`src/rtl/seq_pattern_controller_pkg.sv`:
```
// Shared definitions for the table-driven pattern sequencer: FSM encodings and default sizes.
package seq_pattern_controller_pkg;

    localparam int unsigned SEQ_WIDTH   = 3;
    localparam int unsigned SEQ_DEPTH   = 8;
    localparam int unsigned SEQ_DWELL_W = 4;

    typedef enum logic [1:0] {
        IDLE  = 2'd0,
        RUN   = 2'd1,
        PAUSE = 2'd2
    } seq_state_e;

endpackage

```
`src/rtl/seq_dwell_counter.sv`:
```
// Loadable down-counter that times how long each pattern entry stays on the output.
module seq_dwell_counter
    import seq_pattern_controller_pkg::*;
#(
    parameter int unsigned DWELL_W = SEQ_DWELL_W
) (
    input  logic               clk,
    input  logic               clear,
    input  logic               load,
    input  logic               en,
    input  logic [DWELL_W-1:0] load_val,
    output logic               zero_c
);

    logic [DWELL_W-1:0] cnt_q;

    // Load has priority; counting saturates at zero.
    always_ff @(posedge clk or negedge clear) begin
        if (!clear) begin
            cnt_q <= '0;
        end else if (load) begin
            cnt_q <= load_val;
        end else if (en && (cnt_q != '0)) begin
            cnt_q <= cnt_q - DWELL_W'(1);
        end
    end

    assign zero_c = (cnt_q == '0);

endmodule

```
`src/rtl/seq_pattern_controller.sv`:
```
// Programmable pattern sequencer: plays a small written table onto Q with per-step dwell.
// Build option SEQ_GRAY_OUT_EN: Gray-encode the selected entry before the Q register.
module seq_pattern_controller
    import seq_pattern_controller_pkg::*;
#(
    parameter  int unsigned WIDTH   = SEQ_WIDTH,
    parameter  int unsigned DEPTH   = SEQ_DEPTH,
    parameter  int unsigned DWELL_W = SEQ_DWELL_W,
    localparam int unsigned AW      = $clog2(DEPTH)
) (
    input  logic               clk,
    input  logic               clear,
    input  logic               wr_en,
    input  logic [AW-1:0]      wr_addr,
    input  logic [WIDTH-1:0]   wr_data,
    input  logic [AW:0]        len,
    input  logic [DWELL_W-1:0] dwell,
    input  logic               loop,
    input  logic               start,
    input  logic               pause,
    input  logic               stop,
    output logic [WIDTH-1:0]   Q,
    output logic [AW-1:0]      step_idx,
    output logic               busy,
    output logic               done
);

    function automatic logic [WIDTH-1:0] out_enc(input logic [WIDTH-1:0] e);
`ifdef SEQ_GRAY_OUT_EN
        return e ^ (e >> 1);
`else
        return e;
`endif
    endfunction

    seq_state_e         state_q, state_d;
    logic [WIDTH-1:0]   tbl [DEPTH];
    logic [AW:0]        len_q, len_d;
    logic [DWELL_W-1:0] dwell_q, dwell_d;
    logic               loop_q, loop_d;
    logic [WIDTH-1:0]   q_d;
    logic [AW-1:0]      step_d;
    logic               busy_d, done_d;

    logic               tbl_we_c;
    logic               cnt_load_c, cnt_en_c, cnt_zero_c;
    logic [DWELL_W-1:0] cnt_val_c;
    logic               len_ok_c, last_c;
    logic [AW-1:0]      step_next_c;

    seq_dwell_counter #(.DWELL_W(DWELL_W)) u_dwell (
        .clk      (clk),
        .clear    (clear),
        .load     (cnt_load_c),
        .en       (cnt_en_c),
        .load_val (cnt_val_c),
        .zero_c   (cnt_zero_c)
    );

    assign len_ok_c    = (len != '0) && (len <= (AW+1)'(DEPTH));
    assign last_c      = (((AW+1)'(step_idx) + (AW+1)'(1)) == len_q);
    assign step_next_c = step_idx + AW'(1);

    // Next-state and output decode; the table is read before any same-edge write lands.
    always_comb begin
        state_d    = state_q;
        q_d        = Q;
        step_d     = step_idx;
        busy_d     = busy;
        done_d     = 1'b0;
        len_d      = len_q;
        dwell_d    = dwell_q;
        loop_d     = loop_q;
        tbl_we_c   = 1'b0;
        cnt_load_c = 1'b0;
        cnt_en_c   = 1'b0;
        cnt_val_c  = dwell_q;

        unique case (state_q)
            IDLE: begin
                tbl_we_c = wr_en;
                if (start && !stop && len_ok_c) begin
                    len_d      = len;
                    dwell_d    = dwell;
                    loop_d     = loop;
                    q_d        = out_enc(tbl[0]);
                    step_d     = '0;
                    cnt_load_c = 1'b1;
                    cnt_val_c  = dwell;
                    busy_d     = 1'b1;
                    state_d    = RUN;
                end
            end
            RUN, PAUSE: begin
                if (stop) begin
                    state_d = IDLE;
                    q_d     = '0;
                    step_d  = '0;
                    busy_d  = 1'b0;
                end else if (pause) begin
                    state_d = PAUSE;
                end else begin
                    // Releasing pause counts on that same edge, so a pause costs only its own cycles.
                    state_d = RUN;
                    if (!cnt_zero_c) begin
                        cnt_en_c = 1'b1;
                    end else if (!last_c) begin
                        step_d     = step_next_c;
                        q_d        = out_enc(tbl[step_next_c]);
                        cnt_load_c = 1'b1;
                    end else if (loop_q) begin
                        step_d     = '0;
                        q_d        = out_enc(tbl[0]);
                        cnt_load_c = 1'b1;
                    end else begin
                        state_d = IDLE;
                        busy_d  = 1'b0;
                        done_d  = 1'b1;
                    end
                end
            end
            default: begin
                state_d = IDLE;
            end
        endcase
    end

    always_ff @(posedge clk or negedge clear) begin
        if (!clear) begin
            state_q  <= IDLE;
            Q        <= '0;
            step_idx <= '0;
            busy     <= 1'b0;
            done     <= 1'b0;
            len_q    <= '0;
            dwell_q  <= '0;
            loop_q   <= 1'b0;
        end else begin
            state_q  <= state_d;
            Q        <= q_d;
            step_idx <= step_d;
            busy     <= busy_d;
            done     <= done_d;
            len_q    <= len_d;
            dwell_q  <= dwell_d;
            loop_q   <= loop_d;
        end
    end

    // Pattern table; writable only while idle.
    always_ff @(posedge clk or negedge clear) begin
        if (!clear) begin
            for (int unsigned i = 0; i < DEPTH; i++) begin
                tbl[i] <= '0;
            end
        end else if (tbl_we_c) begin
            tbl[wr_addr] <= wr_data;
        end
    end

endmodule
```
`config.mk`:
```
export PLATFORM = sky130hd
export DESIGN_NAME = seq_pattern_controller
export DESIGN_NICKNAME = d
export VERILOG_FILES = /design/src/rtl/seq_pattern_controller_pkg.sv /design/src/rtl/seq_dwell_counter.sv /design/src/rtl/seq_pattern_controller.sv
export SDC_FILE = /design/constraint.sdc
export NUM_CORES = 1
export LEC_CHECK = 0
export BUFFER_PORTS_ARGS = -buffer_cell sky130_fd_sc_hd__buf_2
export CORE_MARGIN = 3
export CORE_UTILIZATION = 40
export DETAILED_ROUTE_END_ITERATION = 8
export GPL_TIMING_DRIVEN = 0
export PLACE_DENSITY = 0.58
export SYNTH_ARGS = -nofsm -noshare
export SYNTH_HDL_FRONTEND = slang
export SYNTH_SLANG_ARGS = --single-unit
```
`constraint.sdc`:
```
create_clock -name clk -period 6.95 [get_ports clk]
set_clock_uncertainty 0.05 [all_clocks]
set_input_delay 0.695 -clock clk [delete_from_list [all_inputs] [get_ports clk]]
set_output_delay 0.695 -clock clk [all_outputs]
set_load 0.01 [all_outputs]
```
After elaboration in Yosys (flattened, before gate mapping)
Cells that the tools add are included.

Flip-flop bits (word level): 47. Bits of input ports: 21. Output and inout port bits: 8. Word-level logic and storage cells: 107.

$add $sub $neg: 3. $lt $le $gt $ge: 4. Eq/ne operators: 9. Multiplexer cells: 56. Bitwise logic cells: 2. Reduce and logical (&&, ||, !) cells: 16.

Operator list (count): two-way mux 3 bit (15); two-way mux 1 bit (26); bitwise mux 24 bit (1); two-way mux 4 bit (4); != test 3 bit, second input constant (4); one-hot mux 3 bit (2 select lines) (2); binary-select mux 3 bit (select 3 bit) (1); demux 3 bit (select 3 bit) (1); >= comparator 4 bit, second input constant (2); inverter 3 -> 4 bit (2); nonzero test 4 bit (2); two-way mux 2 bit (3); AND reduction 6 bit (1); logical AND 1 bit (5); AND reduction 5 bit (1); adder 3 x 1 -> 4 bit, second input constant (1); equality test 4 bit (1); <= comparator 4 bit, second input constant (1); logical NOT 4 bit (1); less-than comparator 4 x 1 -> 1 bit, second input constant (1); != test 4 bit, second input constant (1); one-hot mux 1 bit (2 select lines) (2); one-hot mux 2 bit (2 select lines) (1); nonzero test 2 bit (2); other kinds (9) (9).

Depth between registers and ports, before layout
Depth after elaboration: 10. Mapped depth: 8. Gate-level depth less buffers: 7.

Modules after synthesis
From an unflattened synthesis, not the netlist that was laid out.

Cell total of the unflattened synthesis: 194. Area total of the unflattened synthesis: 2492.4 um^2.

Modules (own cells, without submodules): seq_pattern_controller (times used 1, cells each 167, area each 2222.1 um^2, seq. area each 1076.0 um^2); seq_dwell_counter (times used 1, cells each 27, area each 270.3 um^2, seq. area each 100.1 um^2).

Worst setup path after synthesis
OpenSTA, ideal clock, no wires.

Kind: in2reg. Start point: input len[1]. End point: register Q[0]. Library setup time: 0.125 ns. Arrival time: 2.139 ns. Data required time: 6.775 ns. Path slack: 4.637 ns. Stages: 5. Path buffers: 0. Cell sequence: o31a_1 -> or3_4 -> a21boi_4 -> a21boi_4 -> mux2_2.

Cells in the longest elaborated chain, start to end: 5. Elaborated cells between the ends (all ways): 6. Those cells by class: order compare: 1; eq/ne: 1; reduce/logical: 4.

RTL lines: from (decl) (RTL line seq_pattern_controller.sv:16) `input logic [AW:0] len,`; <= comparator 4 bit / nonzero test 4 bit (equally long branches) (RTL line seq_pattern_controller.sv:60) `assign len_ok_c = (len != '0) && (len <= (AW+1)'(DEPTH));`; logical AND 1 bit (*) (RTL line seq_pattern_controller.sv:60); logical AND 1 bit (*) (RTL line seq_pattern_controller.sv:82) `if (start && !stop && len_ok_c) begin`; != test 2 bit (no source line) (*); AND reduction 5 bit (no source line) (*); to (signal assigned) (RTL line seq_pattern_controller.sv:140) `Q <= q_d;`; to (decl) (RTL line seq_pattern_controller.sv:22) `output logic [WIDTH-1:0] Q,`.

Every way passes the cells marked *; elsewhere a longest branch is shown, timed or not. A chain may end at the register's enable or synchronous reset.

Final worst setup path
Start point: register step_idx[1]. End point: register Q[1].

Cells in the longest elaborated chain, start to end: 10. Elaborated cells between the ends (all ways): 14. Those cells by class: add/sub: 2; eq/ne: 2; mux: 8; bitwise: 1; reduce/logical: 1.

RTL lines: from (decl) (RTL line seq_pattern_controller.sv:23) `output logic [AW-1:0] step_idx,`; from (signal assigned) (RTL line seq_pattern_controller.sv:141) `step_idx <= step_d;`; adder 3 x 1 -> 3 bit (RTL line seq_pattern_controller.sv:62) `assign step_next_c = step_idx + AW'(1);`; inverter 3 -> 4 bit (implied by the code) (RTL line seq_pattern_controller.sv:109) `q_d = out_enc(tbl[step_next_c]);`; binary-select mux 3 bit (select 3 bit) (RTL line seq_pattern_controller.sv:109); two-way mux 3 bit (implied by the code) (2 in a row) (RTL line seq_pattern_controller.sv:109); two-way mux 3 bit (RTL line seq_pattern_controller.sv:107) `end else if (!last_c) begin`; two-way mux 3 bit (RTL line seq_pattern_controller.sv:105) `if (!cnt_zero_c) begin`; two-way mux 3 bit (RTL line seq_pattern_controller.sv:100) `end else if (pause) begin`; two-way mux 3 bit (RTL line seq_pattern_controller.sv:95) `if (stop) begin`; one-hot mux 3 bit (2 select lines) (RTL line seq_pattern_controller.sv:79) `unique case (state_q)`.

Parallel ways exist; a longest one is shown, timed or not. The select of a mux whose other input is x is not followed.

==> results by group <==
Run status
  • Status: finished, final reports clean

Placed design
  • DPL Wire Length: 4010 um
  • Placed cell count: 336
  • # port buffers: 28
  • Placer Congestion: 0.802

Worst setup path
  • Reg-to-reg endpoint: Q[1]$_DFFE_PN0P_
  • CP startpoint kind: register
  • CP cell instances: ha_1 > buf_2 > xor2_1 > or2_1 > a22oi_1 > o22ai_1 > mux2_2
  • Crit path DAT: 2650 ps
  • Reg2Reg Depth: 7
  • Worst r2r src: step_idx[1]$_DFFE_PN0P_
  • CP Capture Type: register
  • Slowest Stage Delay on Critical Path: 500 ps
  • Slowest CP cell: a22oi_1
  • Critical path type: register to register
  • Worst Path Max Fanout: 8
  • CP required: 7090 ps
  • Reg2Reg Setup Slack: 4440 ps

Detailed routing
  • Pre-antenna DRT Iters: 4
  • DR WL/cell: 15.6 um
  • Total Wirelength: 5350 um
  • Vias: 1859
  • Via-to-Cell Ratio: 5.42
  • Violation count after the first detailed-route iteration: 101
  • DRC Markers: 0
  • Routed Antenna Nets: 0

Synthesis
  • Cells after synthesis: 233
  • Syn nets: 259
  • Cell variety after synth: 54
  • Yosys top cell area share: 0.456
  • Register area share after synthesis: 0.456
  • Avg Inst Size Synth: 11.1 um2
  • Mapped Area: 0.00258 mm2
  • Synth top area cells: dfrtp_1 46%, mux2_2 13%, mux4_2 5.2%, nand2_1 4.2%, ha_1 2.4%
  • Area leader, netlist: dfrtp_1
  • Post-synth EDFFs: 0
  • Asr flop ratio synth: 1.00
  • Synth Flop Type: dfrtp_1
  • #FFs+latches synth: 47
  • Ys Warns: 0

GRT
  • First-pass GRT wire length: 9120 um
  • Largest net degree at the start of global routing: 48
  • Initial antenna violation count: 0
  • Gr ovfl total: 0
  • Number of global-route vias before repair: 1836
  • Total GRT Usage: 0.158

Floorplan
  • Initial Utilization: 0.423
  • Core footprint: 0.00610 mm2
  • Chip Width: 86.3 um
  • Row cnt: 28
  • Die ar.: 0.00745 mm2
  • Die height: 86.3 um
  • IO Count: 29

Timing
  • Setup TNS: 0 ps
  • RSZ-0062 raised after global routing: false
  • Max-slew headroom: 0.291
  • Post-route clock period utilization: 0.361
  • Fmax: 0.399 GHz
  • Crit path time final: 2510 ps
  • Setup violations, final: 0
  • Worst-Margin Slew: 1060 ps
  • Count of final hold-check violations: 0
  • Hold Slack: 438 ps
  • Pins Over Slew Limit: 0

CTS
  • Post-CTS Repair Setup Buffers: 0
  • CTS max path bufs: 2
  • H-tree depth: 2
  • Cts bufs inserted: 5
  • # hold bufs at CTS: 0
  • Root buffer cell: clkbuf_8
  • Sink Count: 47
  • Post-CTS sizing: 0
  • Insertion delay to the later sink of the worst-skew pair: 300 ps
  • CTS tree: yes
  • Clk slew on worst S/H paths: 90 ps

Finish
  • Filler instances: 604
  • Final Util: 0.479
  • Layout cells sized above 1: 0.310
  • NumNets Final: 294
  • Syn-to-layout area delta: 13.0%
  • Post-Layout Cell Count: 343
  • Ant. Diodes: 0

Min path
  • Worst hold path type: register to register
  • Worst Hold End: dwell_q[2]$_DFF_PN0_
  • WHS Path Cells: 2
  • HP Start: dwell_q[2]$_DFF_PN0_

Power and ir drop
  • Power, Total: 0.00118 W
  • Pwr per Cell Area: 404 mW/mm2
  • Worst VDD drop: 0.000165 V
  • Total leakage power: 1.31 nW

Run
  • Max-cap viol count: 0
-- cells in the mapped netlist (all sizes together) (2+ instances only) --
master  number
mux2        29
mux4         6
a211oi       2
dfrtp       47
or2          2
o31ai        2
xor2         2
nand3b       3
nand4        2
nor3         6
nor4         2
nor2b        2
buf          3
nand2       29
inv         14
nand3        4
or3          3
o21ai        3
o31a         4
nor2        11
o22ai        4
nand2b       4
a21oi        4
a21o         2
ha           5
a21boi       2
clkbuf       5
xnor2        4
mux2i        6
a31o         2
nor3b        2
-- cell usage in the layout (no fill, tap or decap), drive strengths merged, types with 2 or more instances in the layout --
cell     n
a31o     2
clkbuf  11
or2      2
a21oi    4
o21ai    3
nand2   29
nand4    2
mux4     6
nor2    11
nand3b   3
xor2     2
a211oi   2
ha       5
xnor2    4
o31ai    2
a21o     2
o22ai    4
o31a     4
mux2i    6
nor3     6
dfrtp   47
mux2    29
a21boi   2
nand2b   4
or3      3
buf     31
nor4     2
nand3    4
inv     14
nor2b    2
nor3b    2
-- metrics by stage --
step                instance area, um2  setup slack [ps]
floorplan                         2580              4640
global placement                  2820              4370
detailed placement                2820              4370
CTS                               2920              4440
global route                      2920              4280
finish                            2920              4440
-- worst max-delay path, delay by kind of cell (launching register included) --
family	cells	cell delay, ps
and+or+nand+nor	1	250
adders and majority gates	1	280
xor gates and xnor gates	1	200
DFF	1	430
AOI/OAI and AO/OA	2	700
muxes	1	290
buffers and inverters	1	200
-- registers in the layout (all words and copies together), names as in the netlist, 2 cells and up --
signal / cells
dwell_q: 4
tbl: 24
len_q: 4
u_dwell.cnt_q: 4
state_q: 2
Q: 3
step_idx: 3
-- how the worst max path moves through the flow --
stage / startpoint / to / slack [ps]
2_1_floorplan: len[1] / Q[0]$_DFFE_PN0P_ / 4640
3_3_place_gp: len[1] / step_idx[0]$_DFFE_PN0P_ / 4370
3_5_place_dp: len[1] / Q[2]$_DFFE_PN0P_ / 4370
4_1_cts: step_idx[0]$_DFFE_PN0P_ / Q[1]$_DFFE_PN0P_ / 4440
5_1_grt: step_idx[0]$_DFFE_PN0P_ / Q[1]$_DFFE_PN0P_ / 4280
6_report: step_idx[1]$_DFFE_PN0P_ / Q[1]$_DFFE_PN0P_ / 4440
-- power breakdown --
group          internal [W]  leakage [nW]  switching [W]
clock              0.000106        0.0513      0.0000907
sequential         0.000398         0.573      0.0000779
combinational      0.000264         0.688       0.000243
total              0.000767          1.31       0.000412
-- metal layers --
metal	routed length, um	GRT usage
met1	2720	0.225
met4	70	0.0510
met2	2380	0.243
met5	0	0
met3	182	0.0285
-- cell type report --
| class | instances | area, um2 | area share |
|---|---|---|---|
| Multi-Input combinational cell | 164 | 1320 | 0.451 |
| Inverter | 14 | 52.6 | 0.0180 |
| Clock inverter | 1 | 30.0 | 0.0103 |
| Tap cell | 75 | 93.8 | 0.0322 |
| Buffer | 8 | 36.3 | 0.0124 |
| Timing Repair Buffer | 28 | 140 | 0.0480 |
| Sequential cell | 47 | 1180 | 0.403 |
| Clock buffer | 6 | 72.6 | 0.0249 |
-- logic make-up (layout without fill, tap and decap cells) --
logic type | Yosys count | after routing | synth area share
AND/OR/NAND/NOR | 77 | 77 | 0.153
flip-flops | 47 | 47 | 0.456
multiplexers | 41 | 41 | 0.202
AO/OA/AOI/OAI | 35 | 35 | 0.110
buffers and inverters | 22 | 57 | 0.0344
XOR/XNOR | 6 | 6 | 0.0204
adder cells (fa/ha/maj) | 5 | 5 | 0.0242
Note: power is estimated with default switching activity, not from simulation.
